File: src/rtl/uart_pkg.sv
// Shared UART definitions for the word-oriented RX/TX pair.
package uart_pkg;
  typedef enum logic [1:0] {IDLE, START, DATA, STOP} rx_state_t;
  localparam int UART_DATA_BITS = 8;
  localparam int WORD_BYTES     = 4;
endpackage

File: src/rtl/uart_rx_byte.sv
// 8N1 byte receiver: rxd synchroniser, start/data/stop FSM and bit timer.
// UART_WORD_RX_FERR_EN enables stop-bit checking and frame_err reporting.
module uart_rx_byte import uart_pkg::*; #(
  parameter int CLK_PER_HALF_BIT = 260
) (
  input  logic       clk,
  input  logic       rst,
  input  logic       rxd,
  output logic [7:0] rdata,
  output logic       byte_valid,
  output logic       frame_err
);
  localparam int TW = $clog2(2*CLK_PER_HALF_BIT);
  localparam int BW = $clog2(UART_DATA_BITS);
  localparam logic [TW-1:0] HALF_END = TW'(CLK_PER_HALF_BIT-1);
  localparam logic [TW-1:0] BIT_END  = TW'(2*CLK_PER_HALF_BIT-1);

  rx_state_t state_q, state_d;
  logic [TW-1:0] timer_q, timer_d;
  logic [BW-1:0] bit_cnt_q, bit_cnt_d;
  logic [7:0]    shreg_q, shreg_d;
  logic          sync1_q, rxd_s_q;
`ifdef UART_WORD_RX_FERR_EN
  logic          arm_q, arm_d;
`endif

  always_comb begin
    state_d    = state_q;
    timer_d    = timer_q + 1'b1;
    bit_cnt_d  = bit_cnt_q;
    shreg_d    = shreg_q;
    byte_valid = 1'b0;
    frame_err  = 1'b0;
`ifdef UART_WORD_RX_FERR_EN
    arm_d      = arm_q;
`endif
    case (state_q)
      IDLE: begin
        timer_d = '0;
`ifdef UART_WORD_RX_FERR_EN
        // after a bad stop bit the line must go idle before a new start counts
        if (!arm_q) arm_d = rxd_s_q;
        else if (!rxd_s_q) state_d = START;
`else
        if (!rxd_s_q) state_d = START;
`endif
      end
      START: if (timer_q == HALF_END) begin
        timer_d   = '0;
        bit_cnt_d = '0;
        state_d   = rxd_s_q ? IDLE : DATA;
      end
      DATA: if (timer_q == BIT_END) begin
        timer_d   = '0;
        shreg_d   = {rxd_s_q, shreg_q[7:1]};
        bit_cnt_d = bit_cnt_q + 1'b1;
        if (bit_cnt_q == BW'(UART_DATA_BITS-1)) state_d = STOP;
      end
      STOP: if (timer_q == BIT_END) begin
        timer_d = '0;
        state_d = IDLE;
`ifdef UART_WORD_RX_FERR_EN
        if (rxd_s_q) byte_valid = 1'b1;
        else begin
          frame_err = 1'b1;
          arm_d     = 1'b0;
        end
`else
        byte_valid = 1'b1;
`endif
      end
      default: state_d = IDLE;
    endcase
  end

  assign rdata = shreg_q;

  always_ff @(posedge clk or posedge rst) begin
    if (rst) begin
      sync1_q   <= 1'b1;
      rxd_s_q   <= 1'b1;
      state_q   <= IDLE;
      timer_q   <= '0;
      bit_cnt_q <= '0;
      shreg_q   <= '0;
`ifdef UART_WORD_RX_FERR_EN
      arm_q     <= 1'b1;
`endif
    end else begin
      sync1_q   <= rxd;
      rxd_s_q   <= sync1_q;
      state_q   <= state_d;
      timer_q   <= timer_d;
      bit_cnt_q <= bit_cnt_d;
      shreg_q   <= shreg_d;
`ifdef UART_WORD_RX_FERR_EN
      arm_q     <= arm_d;
`endif
    end
  end
endmodule

File: src/rtl/uart_word_rx.sv
// UART word receiver: packs 4 LSB-first bytes into 32-bit words, show-ahead FIFO.
// UART_WORD_RX_FERR_EN enables framing-error detection (ferr); otherwise ferr is 0.
module uart_word_rx import uart_pkg::*; #(
  parameter int CLK_PER_HALF_BIT = 260,
  parameter int FIFO_DEPTH_LOG2  = 6
) (
  input  logic        clk,
  input  logic        rst,
  input  logic        rxd,
  output logic [31:0] core_data,
  output logic        core_data_valid,
  input  logic        core_data_ack,
  output logic        fifo_full,
  output logic        overrun,
  output logic        ferr
);
  localparam int DEPTH  = 1 << FIFO_DEPTH_LOG2;
  localparam int CW     = FIFO_DEPTH_LOG2 + 1;
  localparam int WORD_W = UART_DATA_BITS * WORD_BYTES;
  localparam int PART_W = WORD_W - UART_DATA_BITS;
  localparam int IW     = $clog2(WORD_BYTES);

  logic [7:0] rdata;
  logic       byte_valid, frame_err;

  uart_rx_byte #(.CLK_PER_HALF_BIT(CLK_PER_HALF_BIT)) u_rx_byte (
    .clk(clk), .rst(rst), .rxd(rxd),
    .rdata(rdata), .byte_valid(byte_valid), .frame_err(frame_err)
  );

  logic [IW-1:0]              idx_q, idx_d;
  logic [PART_W-1:0]          word_q, word_d;
  logic                       push_q, push_d;
  logic [WORD_W-1:0]          push_data_q, push_data_d;
  logic [FIFO_DEPTH_LOG2-1:0] wr_ptr_q, wr_ptr_d, rd_ptr_q, rd_ptr_d;
  logic [CW-1:0]              count_q, count_d;
  logic                       overrun_q, overrun_d, ferr_q, ferr_d;
  logic [WORD_W-1:0]          mem_q [DEPTH];
  logic                       full, empty, do_push, do_pop;

  always_comb begin
    idx_d       = idx_q;
    word_d      = word_q;
    push_d      = 1'b0;
    push_data_d = push_data_q;
    if (byte_valid) begin
      if (idx_q == IW'(WORD_BYTES-1)) begin
        push_d      = 1'b1;
        push_data_d = {rdata, word_q};
        idx_d       = '0;
      end else begin
        for (int k = 0; k < WORD_BYTES-1; k++)
          if (idx_q == IW'(k)) word_d[k*UART_DATA_BITS +: UART_DATA_BITS] = rdata;
        idx_d = idx_q + 1'b1;
      end
    end
  end

  // a pop in the same cycle frees the slot, so a push at full still lands
  assign full    = (count_q == CW'(DEPTH));
  assign empty   = (count_q == '0);
  assign do_pop  = core_data_ack && !empty;
  assign do_push = push_q && (!full || do_pop);

  always_comb begin
    wr_ptr_d  = do_push ? wr_ptr_q + 1'b1 : wr_ptr_q;
    rd_ptr_d  = do_pop  ? rd_ptr_q + 1'b1 : rd_ptr_q;
    count_d   = count_q + CW'(do_push) - CW'(do_pop);
    overrun_d = overrun_q | (push_q && full && !do_pop);
    ferr_d    = ferr_q | frame_err;
  end

  always_ff @(posedge clk) begin
    if (do_push) mem_q[wr_ptr_q] <= push_data_q;
  end

  always_ff @(posedge clk or posedge rst) begin
    if (rst) begin
      idx_q       <= '0;
      word_q      <= '0;
      push_q      <= 1'b0;
      push_data_q <= '0;
      wr_ptr_q    <= '0;
      rd_ptr_q    <= '0;
      count_q     <= '0;
      overrun_q   <= 1'b0;
      ferr_q      <= 1'b0;
    end else begin
      idx_q       <= idx_d;
      word_q      <= word_d;
      push_q      <= push_d;
      push_data_q <= push_data_d;
      wr_ptr_q    <= wr_ptr_d;
      rd_ptr_q    <= rd_ptr_d;
      count_q     <= count_d;
      overrun_q   <= overrun_d;
      ferr_q      <= ferr_d;
    end
  end

  assign core_data       = empty ? '0 : mem_q[rd_ptr_q];
  assign core_data_valid = !empty;
  assign fifo_full       = full;
  assign overrun         = overrun_q;
  assign ferr            = ferr_q;
endmodule

File: config.mk
export PLATFORM = sky130hd
export DESIGN_NAME = uart_word_rx
export DESIGN_NICKNAME = d
export VERILOG_FILES = /design/src/rtl/uart_pkg.sv /design/src/rtl/uart_rx_byte.sv /design/src/rtl/uart_word_rx.sv
export SDC_FILE = /design/constraint.sdc
export NUM_CORES = 2
export LEC_CHECK = 0
export CAP_MARGIN = 5
export CORE_AREA = 2 2 432 434
export CTS_CLUSTER_DIAMETER = 80
export CTS_CLUSTER_SIZE = 12
export DETAILED_ROUTE_END_ITERATION = 10
export DIE_AREA = 0 0 434 436
export GPL_TIMING_DRIVEN = 0
export MAX_ROUTING_LAYER = met4
export PLACE_DENSITY = 0.67
export SYNTH_ARGS = -nofsm -noshare
export SYNTH_HDL_FRONTEND = slang
export SYNTH_SLANG_ARGS = --single-unit
export TNS_END_PERCENT = 30
File: constraint.sdc
create_clock -name clk -period 11.4 [get_ports clk]
set_clock_uncertainty 0.2 [all_clocks]
set_input_delay 2.28 -clock clk [delete_from_list [all_inputs] [get_ports clk]]
set_output_delay 2.28 -clock clk [all_outputs]
set_load 0.05 [all_outputs]
==> impl_summary.log <==
[metrics] layout cells sized above 1: between 20 and 30%
[metrics] # port buffers: 38
[metrics] IO Count: 40
[metrics] Setup crit end kind: primary output
[metrics] total vias in the final route: roughly 43k
[metrics] setup total negative slack: 0 ns
[metrics] combined area of all synthesized cells: approximately 82000 sq um
[metrics] endpoint arrival time on the critical path: about 6.6 ns
[metrics] Clock H-tree levels: 4
[metrics] critical path buffer and inverter count: 3
[metrics] count of endpoints failing hold in the final timing report: 0
[metrics] horizontal die dimension: about 430 um
[metrics] overall track demand over capacity in global routing: 27.23%
[metrics] average footprint of a synthesized cell: approximately 22 sq um
[metrics] leakage component of the power: 0.03541 uW
[metrics] sequential element share of the synthesized area: 77.70%
[metrics] Post-Syn Nets: 3771
[metrics] number of pins with negative max-slew slack in the final report: 15
[metrics] CTS tree: built
[metrics] number of gates given a new drive strength after cts: 0
[metrics] cell types with the highest counts after synthesis: 2048 x sky130_fd_sc_hd__edfxtp_1, 441 x sky130_fd_sc_hd__mux4_2, 239 x sky130_fd_sc_hd__mux2i_1, 130 x sky130_fd_sc_hd__nor2_1, 114 x sky130_fd_sc_hd__o22ai_1
[metrics] Syn. warnings: 0
[metrics] setup repair after global routing missed its margin: no
[metrics] asr flop ratio synth: 4.833%
[metrics] register area: 64140 sq um
[metrics] DRC violations left: 0
[metrics] dominant cells by area after synthesis: sky130_fd_sc_hd__edfxtp_1 75%, sky130_fd_sc_hd__mux4_2 12%, sky130_fd_sc_hd__dfrtp_1 3.1%
[metrics] half-perimeter wire length after detailed placement: 170.5 mm
[metrics] maximum fanout along the worst path: 10
[metrics] Yosys top cell area share: 74.55%
[metrics] unique cell type count in the Yosys netlist: 61
[metrics] number of clock sinks: approximately 2.2k
[metrics] area grow syn2layout: 14.58%
[metrics] worst hold slack across all endpoints: 0.1569 ns
[metrics] Setup Buffers After CTS: 0
[metrics] cell type group with the largest total delay on the critical path: buffers and inverters
[metrics] total wire length after detailed routing: 249.8 mm
[metrics] FP Rows: between 150 and 200
[metrics] initial core utilization: 44.68%
[metrics] largest area contributor in the synthesized netlist: sky130_fd_sc_hd__edfxtp_1
[metrics] 1st-pass router iterations: 6
[metrics] worst path required time: 8.92 ns
[metrics] final cycle utilization of the critical path: 79.20%
[metrics] die outline height: 436 um
[metrics] overflow left after global routing: 0
[metrics] largest net degree at the start of global routing: 76
[metrics] worst hold-check path type: register to register
[metrics] largest voltage drop on the vdd net: 0.2160 mV
[metrics] remaining number of nets flagged by the antenna check after routing: 0
[metrics] DR vias/cell: 6.409
[metrics] Setup-failing EPs final: 0
[metrics] category of the worst setup path launch point: register
[metrics] biggest cell delay along the critical path: 1.18 ns
[metrics] area of the core: 184600 sq um
[metrics] final layout net count: 4124
[metrics] critical path start-end classification: register to primary output
[metrics] power density over the cells: 208.3 nW/um^2
[metrics] routed wirelength normalized by instance count: 37.57 um
[metrics] failing checks: max-capacitance violations, max-slew violations
[metrics] final RePlAce weighted congestion: about 1.1
[metrics] first-pass GRT wire length: between 300 and 400 mm
[metrics] filler cell count: 14.23k
[metrics] synthesized flop and latch total: 2152
[metrics] number of global-route vias before repair: 41.33k
[metrics] worst-skew pair later-pin latency: 0.86 ns
[metrics] initial antenna violation count: 6
[metrics] cell with the most instances on the worst path: sky130_fd_sc_hd__o22ai_1
[metrics] max frequency: 110.8 MHz
[metrics] number of flops mapped to enable cells by yosys: 2048
[metrics] finished layout cell area: 94530 sq um
[metrics] Worst slew margin: -12.42%
[metrics] cell chain of the critical path: buf_2, nor2_1, nand2_1, clkbuf_1, o22ai_1, a211o_1, o22ai_1, clkdlybuf4s50_1
[metrics] status: complete, but fails checks
[metrics] most repeated cell in the gate-level netlist after synthesis: sky130_fd_sc_hd__edfxtp_1
[metrics] count of mapped cells out of synthesis: 3744
[metrics] predominant post-synthesis flop cell: sky130_fd_sc_hd__edfxtp_1
[metrics] die outline area: 189200 sq um
[metrics] DRT iter0 DRCs: 6934
[metrics] Placement Cell Area: 89030 sq um
[metrics] Multi-input gate area: 17720 sq um
[metrics] clock transition time at the flip-flop clock pins of the worst setup and hold paths: 0.06 ns
[metrics] number of max-cap violations: 5
[metrics] clock buffers created by TritonCTS: about 200
[metrics] number of buffers between clock root and the deepest sink: 3
[metrics] root buffer selected by CTS: sky130_fd_sc_hd__clkbuf_16
[metrics] slowest cell on the critical path: sky130_fd_sc_hd__o22ai_1
[metrics] Slew @ Worst Pin: 1.681 ns
[metrics] number of hold buffers added after cts: 0
[metrics] post-layout minimum cycle time: 9.029 ns
==> through the flow <==
stage               setup slack, ns  utilization (%)  instances  power, uW
finish                        2.371            51.20       6650      19690
global route                  2.561            51.19       6649      20040
CTS                           2.718            51.18       6645      19590
detailed placement            3.638            48.22       6377      13730
global placement              2.650            46.57       6262      13710
floorplan                     5.993                -       3744      11540
==> worst reg2reg max path: stages, from the launching register on <==
cell and delay, ns:
sky130_fd_sc_hd__dfrtp_1 0.38, sky130_fd_sc_hd__inv_1 0.09, sky130_fd_sc_hd__ha_1 0.15, sky130_fd_sc_hd__nand4bb_1 0.17, sky130_fd_sc_hd__nor2_1 1.15, sky130_fd_sc_hd__nor2_1 0.61, sky130_fd_sc_hd__o21ai_0 0.37, sky130_fd_sc_hd__ha_1 0.25
sky130_fd_sc_hd__fa_1 0.22, sky130_fd_sc_hd__a21oi_1 0.08, sky130_fd_sc_hd__o21bai_1 0.21, sky130_fd_sc_hd__a21oi_1 0.12, sky130_fd_sc_hd__o21bai_1 0.17, sky130_fd_sc_hd__xnor2_1 0.13
==> report_power, final <==
group          total (uW)  switching (uW)  internal (uW)
clock                5990            2800           3190
sequential           8580            25.7           8550
combinational        5120            3650           1470
==> cells by family after synthesis <==
kind of cell | share of synthesized area (%)
and+or+nand+nor | 1.198
adders and majority gates | 0.3579
other | 0.004546
muxes | 15.94
DFF | 77.70
buffers and inverters | 1.414
AOI/OAI and AO/OA | 3.132
xor gates and xnor gates | 0.2548
==> area by class of cell <==
type / instances / share of cell area (%)
tap: 2480 / 3.283
inverter: 22 / 0.09265
antenna: 5 / 0.01324
timing repair buffer: 153 / 3.076
multi-input combinational: 1369 / 18.75
clock buffer: 252 / 5.501
sequential: 2152 / 67.86
buffer: 201 / 1.146
clock inverter: 16 / 0.2819
==> layout by cell type (no fill, tap or decap), drive strengths merged, types with 3 or more instances in the layout <==
cell type | netlist | routed
edfxtp | 2048 | 2048
mux4 | 441 | 441
clkbuf | 74 | 326
buf | 127 | 242
mux2i | 239 | 239
nor2 | 130 | 130
o22ai | 114 | 114
dfrtp | 102 | 102
mux2 | 73 | 73
a2111oi | 45 | 45
nand2 | 38 | 38
clkdlybuf4s50 | 0 | 38
a211o | 34 | 34
a21oi | 29 | 29
inv | 21 | 28
nand3 | 25 | 25
a22oi | 24 | 24
ha | 22 | 22
a22o | 21 | 21
o221ai | 19 | 19
a211oi | 19 | 19
xor2 | 13 | 13
xnor2 | 11 | 11
o21ai | 9 | 9
nor2b | 9 | 9
clkinv | 1 | 9
o32ai | 6 | 6
diode | 0 | 5
nand3b | 5 | 5
a32o | 5 | 5
and3 | 4 | 4
a31oi | 3 | 3
o21bai | 3 | 3
==> path summary, 6_finish.rpt <==
path / from / to / slack (ns) / cells past startpoint
setup / recovery: rd_ptr_q[2] / core_data[8] / 2.37 / 8
hold / removal: u_rx_byte.sync1_q / u_rx_byte.rxd_s_q / 0.16 / 0
setup reg to reg: count_q[5] / count_q[6] / 7.00 / 13
hold reg to reg: u_rx_byte.sync1_q / u_rx_byte.rxd_s_q / 0.16 / 0
max in group asynchronous: rst / push_data_q[19] / 8.67 / 3
min in group asynchronous: rst / word_q[20] / 1.59 / 2
==> per-layer routing <==
metal  vias to the layer above  global-route usage [%]  share of wire, %
met3                       662                   8.014                13
met5                         -                       -                 0
met4                         0                   12.84               6.0
li1                      16410                       -                 -
met1                     22390                   34.86                35
met2                      3163                   40.12                45
==> flip-flops by register name, indices dropped and copies added (netlist names), 2 cells and up, named ones only <==
| name | cells |
|---|---|
| rd_ptr_q | 6 |
| u_rx_byte.rdata | 8 |
| wr_ptr_q | 6 |
| u_rx_byte.bit_cnt_q | 3 |
| count_q | 7 |
| push_data_q | 32 |
| u_rx_byte.timer_q | 10 |
| idx_q | 2 |
| word_q | 24 |
| mem_q | 2048 |
(Power assumes the default switching activity.)
